==> src/rtl/elevator_pkg.sv <==
// Shared elevator definitions: travel direction codes, floor-index width helper
// and the button debounce state encoding.
package elevator_pkg;

  localparam logic DIR_UP   = 1'b0;
  localparam logic DIR_DOWN = 1'b1;

  typedef logic [1:0] deb_state_t;

  localparam deb_state_t DEB_LOW    = 2'd0;
  localparam deb_state_t DEB_ARM_HI = 2'd1;
  localparam deb_state_t DEB_HIGH   = 2'd2;
  localparam deb_state_t DEB_ARM_LO = 2'd3;

  // Never returns 0 so a two-floor building still gets a 1-bit index.
  function automatic int floor_w(input int floors);
    return (floors <= 2) ? 1 : $clog2(floors);
  endfunction

endpackage

==> src/rtl/button_debounce.sv <==
// One push-button: 2-flop synchroniser, debounce FSM and a one-cycle pulse on
// each accepted press. The FSM state is exported for observation.
module button_debounce
  import elevator_pkg::*;
#(
  parameter int DEBOUNCE_CYCLES = 4
) (
  input  logic       clk,
  input  logic       reset,
  input  logic       raw,
  output logic       rise,
  output deb_state_t state
);

  localparam int CNT_W = $clog2(DEBOUNCE_CYCLES + 1);
  localparam logic [CNT_W-1:0] CNT_LAST = CNT_W'(DEBOUNCE_CYCLES - 1);

  logic             sync1;
  logic             sync2;
  logic             deb;
  logic             deb_q;
  logic [CNT_W-1:0] cnt;

  // cnt holds the number of agreeing samples seen so far, so the sample that
  // finds cnt == CNT_LAST is the one completing the required run.
  always_ff @(posedge clk or posedge reset) begin
    if (reset) begin
      sync1 <= 1'b0;
      sync2 <= 1'b0;
      deb_q <= 1'b0;
      state <= DEB_LOW;
      cnt   <= '0;
    end else begin
      sync1 <= raw;
      sync2 <= sync1;
      deb_q <= deb;
      case (state)
        DEB_LOW, DEB_ARM_HI: begin
          if (!sync2) begin
            state <= DEB_LOW;
            cnt   <= '0;
          end else if (cnt == CNT_LAST) begin
            state <= DEB_HIGH;
            cnt   <= '0;
          end else begin
            state <= DEB_ARM_HI;
            cnt   <= cnt + CNT_W'(1);
          end
        end
        default: begin
          if (sync2) begin
            state <= DEB_HIGH;
            cnt   <= '0;
          end else if (cnt == CNT_LAST) begin
            state <= DEB_LOW;
            cnt   <= '0;
          end else begin
            state <= DEB_ARM_LO;
            cnt   <= cnt + CNT_W'(1);
          end
        end
      endcase
    end
  end

  assign deb  = (state == DEB_HIGH) || (state == DEB_ARM_LO);
  assign rise = deb && !deb_q;

endmodule

==> src/rtl/call_registry.sv <==
// Elevator call register: debounced button presses latch calls until the
// motion controller reports the floor serviced; summaries relative to cur_floor.
module call_registry
  import elevator_pkg::*;
#(
  parameter int FLOORS          = 8,
  parameter int FLOOR_W         = floor_w(FLOORS),
  parameter int DEBOUNCE_CYCLES = 4
) (
  input  logic               clk,
  input  logic               reset,
  input  logic [FLOORS-1:0]  btn_in,
  input  logic [FLOORS-1:0]  btn_up,
  input  logic [FLOORS-1:0]  btn_down,
  input  logic               service_valid,
  input  logic [FLOOR_W-1:0] service_floor,
  input  logic               service_dir,
  input  logic [FLOOR_W-1:0] cur_floor,
  output logic [FLOORS-1:0]  active_in,
  output logic [FLOORS-1:0]  active_up,
  output logic [FLOORS-1:0]  active_down,
  output logic               any_request,
  output logic               req_above,
  output logic               req_below,
  output logic               req_here
);

  // No hall-up call at the top floor, no hall-down call at the bottom floor.
  localparam logic [FLOORS-1:0] UP_MASK   = {1'b0, {(FLOORS-1){1'b1}}};
  localparam logic [FLOORS-1:0] DOWN_MASK = {{(FLOORS-1){1'b1}}, 1'b0};

  logic       [FLOORS-1:0] rise_in, rise_up, rise_down;
  deb_state_t [FLOORS-1:0] st_in, st_up, st_down;
  logic                    unused_dbg;

  for (genvar f = 0; f < FLOORS; f++) begin : g_btn
    button_debounce #(.DEBOUNCE_CYCLES(DEBOUNCE_CYCLES)) u_in (
      .clk(clk), .reset(reset), .raw(btn_in[f]), .rise(rise_in[f]), .state(st_in[f])
    );
    button_debounce #(.DEBOUNCE_CYCLES(DEBOUNCE_CYCLES)) u_up (
      .clk(clk), .reset(reset), .raw(btn_up[f]), .rise(rise_up[f]), .state(st_up[f])
    );
    button_debounce #(.DEBOUNCE_CYCLES(DEBOUNCE_CYCLES)) u_down (
      .clk(clk), .reset(reset), .raw(btn_down[f]), .rise(rise_down[f]), .state(st_down[f])
    );
  end

  assign unused_dbg = ^{st_in, st_up, st_down};

  // service_valid is a single-cycle strobe with no ready: it takes effect on
  // the edge that samples it, and a strobe naming a nonexistent floor is dropped.
  logic              svc_hit;
  logic [FLOORS-1:0] svc_onehot, clr_up, clr_down;

  assign svc_hit    = service_valid && (int'(service_floor) < FLOORS);
  assign svc_onehot = svc_hit ? (FLOORS'(1) << service_floor) : '0;
  assign clr_up     = (service_dir == DIR_UP) ? svc_onehot : '0;
  assign clr_down   = (service_dir == DIR_UP) ? '0 : svc_onehot;

  // A fresh press wins over a simultaneous clear of the same call.
  always_ff @(posedge clk or posedge reset) begin
    if (reset) begin
      active_in   <= '0;
      active_up   <= '0;
      active_down <= '0;
    end else begin
      active_in   <= (active_in & ~svc_onehot) | rise_in;
      active_up   <= ((active_up & ~clr_up) | rise_up) & UP_MASK;
      active_down <= ((active_down & ~clr_down) | rise_down) & DOWN_MASK;
    end
  end

  logic [FLOORS-1:0] all_req;
  assign all_req     = active_in | active_up | active_down;
  assign any_request = |all_req;

  always_comb begin
    req_above = 1'b0;
    req_below = 1'b0;
    req_here  = 1'b0;
    if (int'(cur_floor) >= FLOORS) begin
      req_below = any_request;
    end else begin
      for (int i = 0; i < FLOORS; i++) begin
        if (i > int'(cur_floor)) req_above = req_above | all_req[i];
        if (i < int'(cur_floor)) req_below = req_below | all_req[i];
        if (i == int'(cur_floor)) req_here = req_here | all_req[i];
      end
    end
  end

endmodule

==> config.mk <==
export PLATFORM = sky130hd
export DESIGN_NAME = call_registry
export DESIGN_NICKNAME = d
export VERILOG_FILES = /design/src/rtl/elevator_pkg.sv /design/src/rtl/button_debounce.sv /design/src/rtl/call_registry.sv
export SDC_FILE = /design/constraint.sdc
export NUM_CORES = 1
export LEC_CHECK = 0
export BUFFER_PORTS_ARGS = -buffer_cell sky130_fd_sc_hd__clkbuf_2
export CAP_MARGIN = 15
export CORE_MARGIN = 2
export CORE_UTILIZATION = 28
export CTS_CLUSTER_SIZE = 8
export DETAILED_ROUTE_END_ITERATION = 16
export GPL_ROUTABILITY_DRIVEN = 0
export RECOVER_POWER = 25
export SYNTH_ARGS = -nofsm -noshare
export SYNTH_HDL_FRONTEND = slang
export SYNTH_SLANG_ARGS = --single-unit
export TNS_END_PERCENT = 10
==> constraint.sdc <==
create_clock -name clk -period 14.7 [get_ports clk]
set_input_delay 1.47 -clock clk [delete_from_list [all_inputs] [get_ports clk]]
set_output_delay 1.47 -clock clk [all_outputs]
set_load 0.01 [all_outputs]
==> flow_summary.yaml <==
worst_setup_path:
  path_delay_family: "compound AO/OA/AOI/OAI gates"
  critPathLaunchType: "primary input"
  crit_type: "in2out"
  crit_fanout: 14
  max_stage_delay_ns: 0.39
  rr_worst_depth: 3
  critical_path_buf_inv_count: 2
  cp-end-kind: "primary output"
  regToRegSetupSlack_ns: 13.56
  cp-startpoint: "cur_floor[2]"
  cp.required_ns: 13.23
  cp_data_arrival_time_ns: 2.53
  slowest_stage: "a2111oi_0"
  r2r_end: "g_btn[0].u_up.state[1]"
  cp_num_cells: 6
  r2r_start: "g_btn[0].u_up.cnt[0]"
  critical_path.cell_chain: "clkbuf_2 -> nor4_1 -> a2111oi_0 -> a311oi_1 -> o21ai_1 -> clkbuf_2"
  crit_end: "req_here"
  cp_common_cell: "clkbuf_2"
clock_tree:
  cts-root-buf: "clkbuf_16"
  cts_sinks: 176
  cts_setup_buffers: 0
  ctsResizeCount: 0
  htree_levels: 4
  clkLatencyLatePin_ns: 0.43
  ctsHoldBuffers: 0
  cts-buffers-inserted: 17
  cts_buffer_depth: 2
  cts.clk_slew.worst_paths_ns: 0.07
  cts_tree: "yes"
sta:
  finalMaxSlewViolations: 0
  relSlewSlack_pct: 49.4
  period_needed_ns: 4.00
  fmax_mhz: 250
  hold_viol: 0
  fin_setup_tns_ns: 0
  rsz0062_at_grt: "false"
  setup_violations: 0
  skew_ns: 0.0128
  finalCritPeriodShare_pct: 27.2
  worst_pin_slew_ns: 0.760
power_and_ir_drop:
  vdd_drop_max_v: 0.000106
  p_leak_uw: 0.00347
  power.density_mw_per_mm2: 185
floorplan:
  fp.dieH_um: 157
  die_w_um: 157
  io_pins: 62
  rows: 55
  die_area_mm2: 0.0245
  core_region_area_mm2: 0.0227
  initial_core_util_pct: 28.7
logic_synthesis:
  synth.avg_cell_area_um2: 12.5
  synth_area_leaders: "dfrtp_1, ha_1, mux2_2"
  synth_seq_cells: 176
  synth_area_mm2: 0.00652
  synth_ff_type: "dfrtp_1"
  yosysTopAreaCell: "dfrtp_1"
  yosysUniqueCellTypes: 33
  synth_warnings: 0
  synth_edf_count: 0
  synth_top_area_share_pct: 67.6
  postSynth.asyncResetShare_pct: 100
  netlist_instances: 523
  ys_seq_area_share_pct: 67.6
finish:
  nets: 633
  drive_gt1_share_pct: 19.8
  instances_no_fill: 875
  final_common_cell: "dfrtp_1"
  area_growth_pct: 17.4
  antennaDiodeCount: 0
  final_area_mm2: 0.00765
  layout_common_cells: "dfrtp_1, clkbuf_2, inv_1, nand2_1, o21ai_0"
routing:
  vias: 3676
  drc: 0
  wl_per_cell_um: 12.5
  detail_route.iter0.violations: 131
  routed_wl_mm: 10.9
  ant_nets: 0
  first_pass_iters: 4
  vias_per_cell: 4.20
global_routing:
  grt-ovfl-total: 0
  grtUsageTotal_pct: 10.1
  grt_pass1_vias: 3685
  grt_max_degree: 64
  grt_pass1_wl_mm: 18.7
  antenna_found_initial: 0
run:
  maxCapViolCount: 0
worst_hold_path:
  hold_path.class: "reg2reg"
placed_design:
  dp_hpwl_mm: 7.75
  dpl.cell_count: 843
  numPortBuffers: 57
  placed_cell_area_mm2: 0.00708
status:
  outcome: "finished, final reports clean"
## synth_stat cells (15+ instances only)
library cell	count
inv_1	46
nand2_1	35
and2_1	15
o21ai_1	15
nor3_1	25
clkbuf_1	22
nor2b_1	30
a21oi_1	24
xnor2_1	22
mux2_2	19
dfrtp_1	176
o21ai_0	31
ha_1	22
## cells by family after synthesis
kind of cell	count (synthesis)	synth area share, %
buffers and inverters	71	4.22
xor gates and xnor gates	22	2.96
adders and majority gates	22	4.22
muxes	19	3.28
and+or+nand+nor	132	11.1
other	1	0.0575
AOI/OAI and AO/OA	80	6.59
DFF	176	67.6
## metrics by stage
stage / worst slack, ns / power (µW) / util, % / hold WS [ns]
after floorplan: 8.46 / 924 / - / 0.331
after global placement: 10.74 / 990 / 31.2 / 0.333
after detailed placement: 10.70 / 1000 / 31.2 / 0.335
after CTS: 10.69 / 1450 / 33.7 / 0.344
after global routing: 10.46 / 1530 / 33.7 / 0.357
final: 10.70 / 1420 / 33.7 / 0.342
## state kept, by name (all words and copies together), names as in the netlist, 8 cells and up
name,cells
g_btn.u_in.state,8
g_btn.u_down.cnt,21
g_btn.u_in.sync1,8
g_btn.u_in.cnt,24
g_btn.u_in.deb_q,8
active_in,8
g_btn.u_up.cnt,21
g_btn.u_in.sync2,8
## area by class of cell
class / count / area (µm²)
Fill cell: 2270 / 15100
Inverter: 46 / 178
Clock buffer: 18 / 439
Multi-Input combinational cell: 277 / 1840
Sequential cell: 176 / 4400
Timing Repair Buffer: 59 / 300
Clock inverter: 14 / 133
Tap cell: 285 / 357
## where the power goes
part,switching (µW),internal [µW]
Combinational,130,136
Sequential,97.1,622
Clock,189,241
## worst min-delay path by stage
stage                          start                     to  slack (ns)  cells after the start
6_report       g_btn[5].u_down.sync1  g_btn[5].u_down.sync2        0.34                      0
5_1_grt        g_btn[6].u_down.sync1  g_btn[6].u_down.sync2        0.36                      0
4_1_cts        g_btn[5].u_down.sync1  g_btn[5].u_down.sync2        0.34                      0
2_1_floorplan    g_btn[0].u_in.sync1    g_btn[0].u_in.sync2        0.33                      0
3_3_place_gp   g_btn[1].u_down.sync1  g_btn[1].u_down.sync2        0.33                      0
3_5_place_dp     g_btn[1].u_in.sync1    g_btn[1].u_in.sync2        0.33                      0
## layer usage
layer / global-route usage, % / wire [µm]
met1: 13.2 / 5180
met2: 15.3 / 5030
met3: 3.74 / 541
met4: 4.06 / 179
met5: 0 / 0
Power figures use the tool's default switching activity.
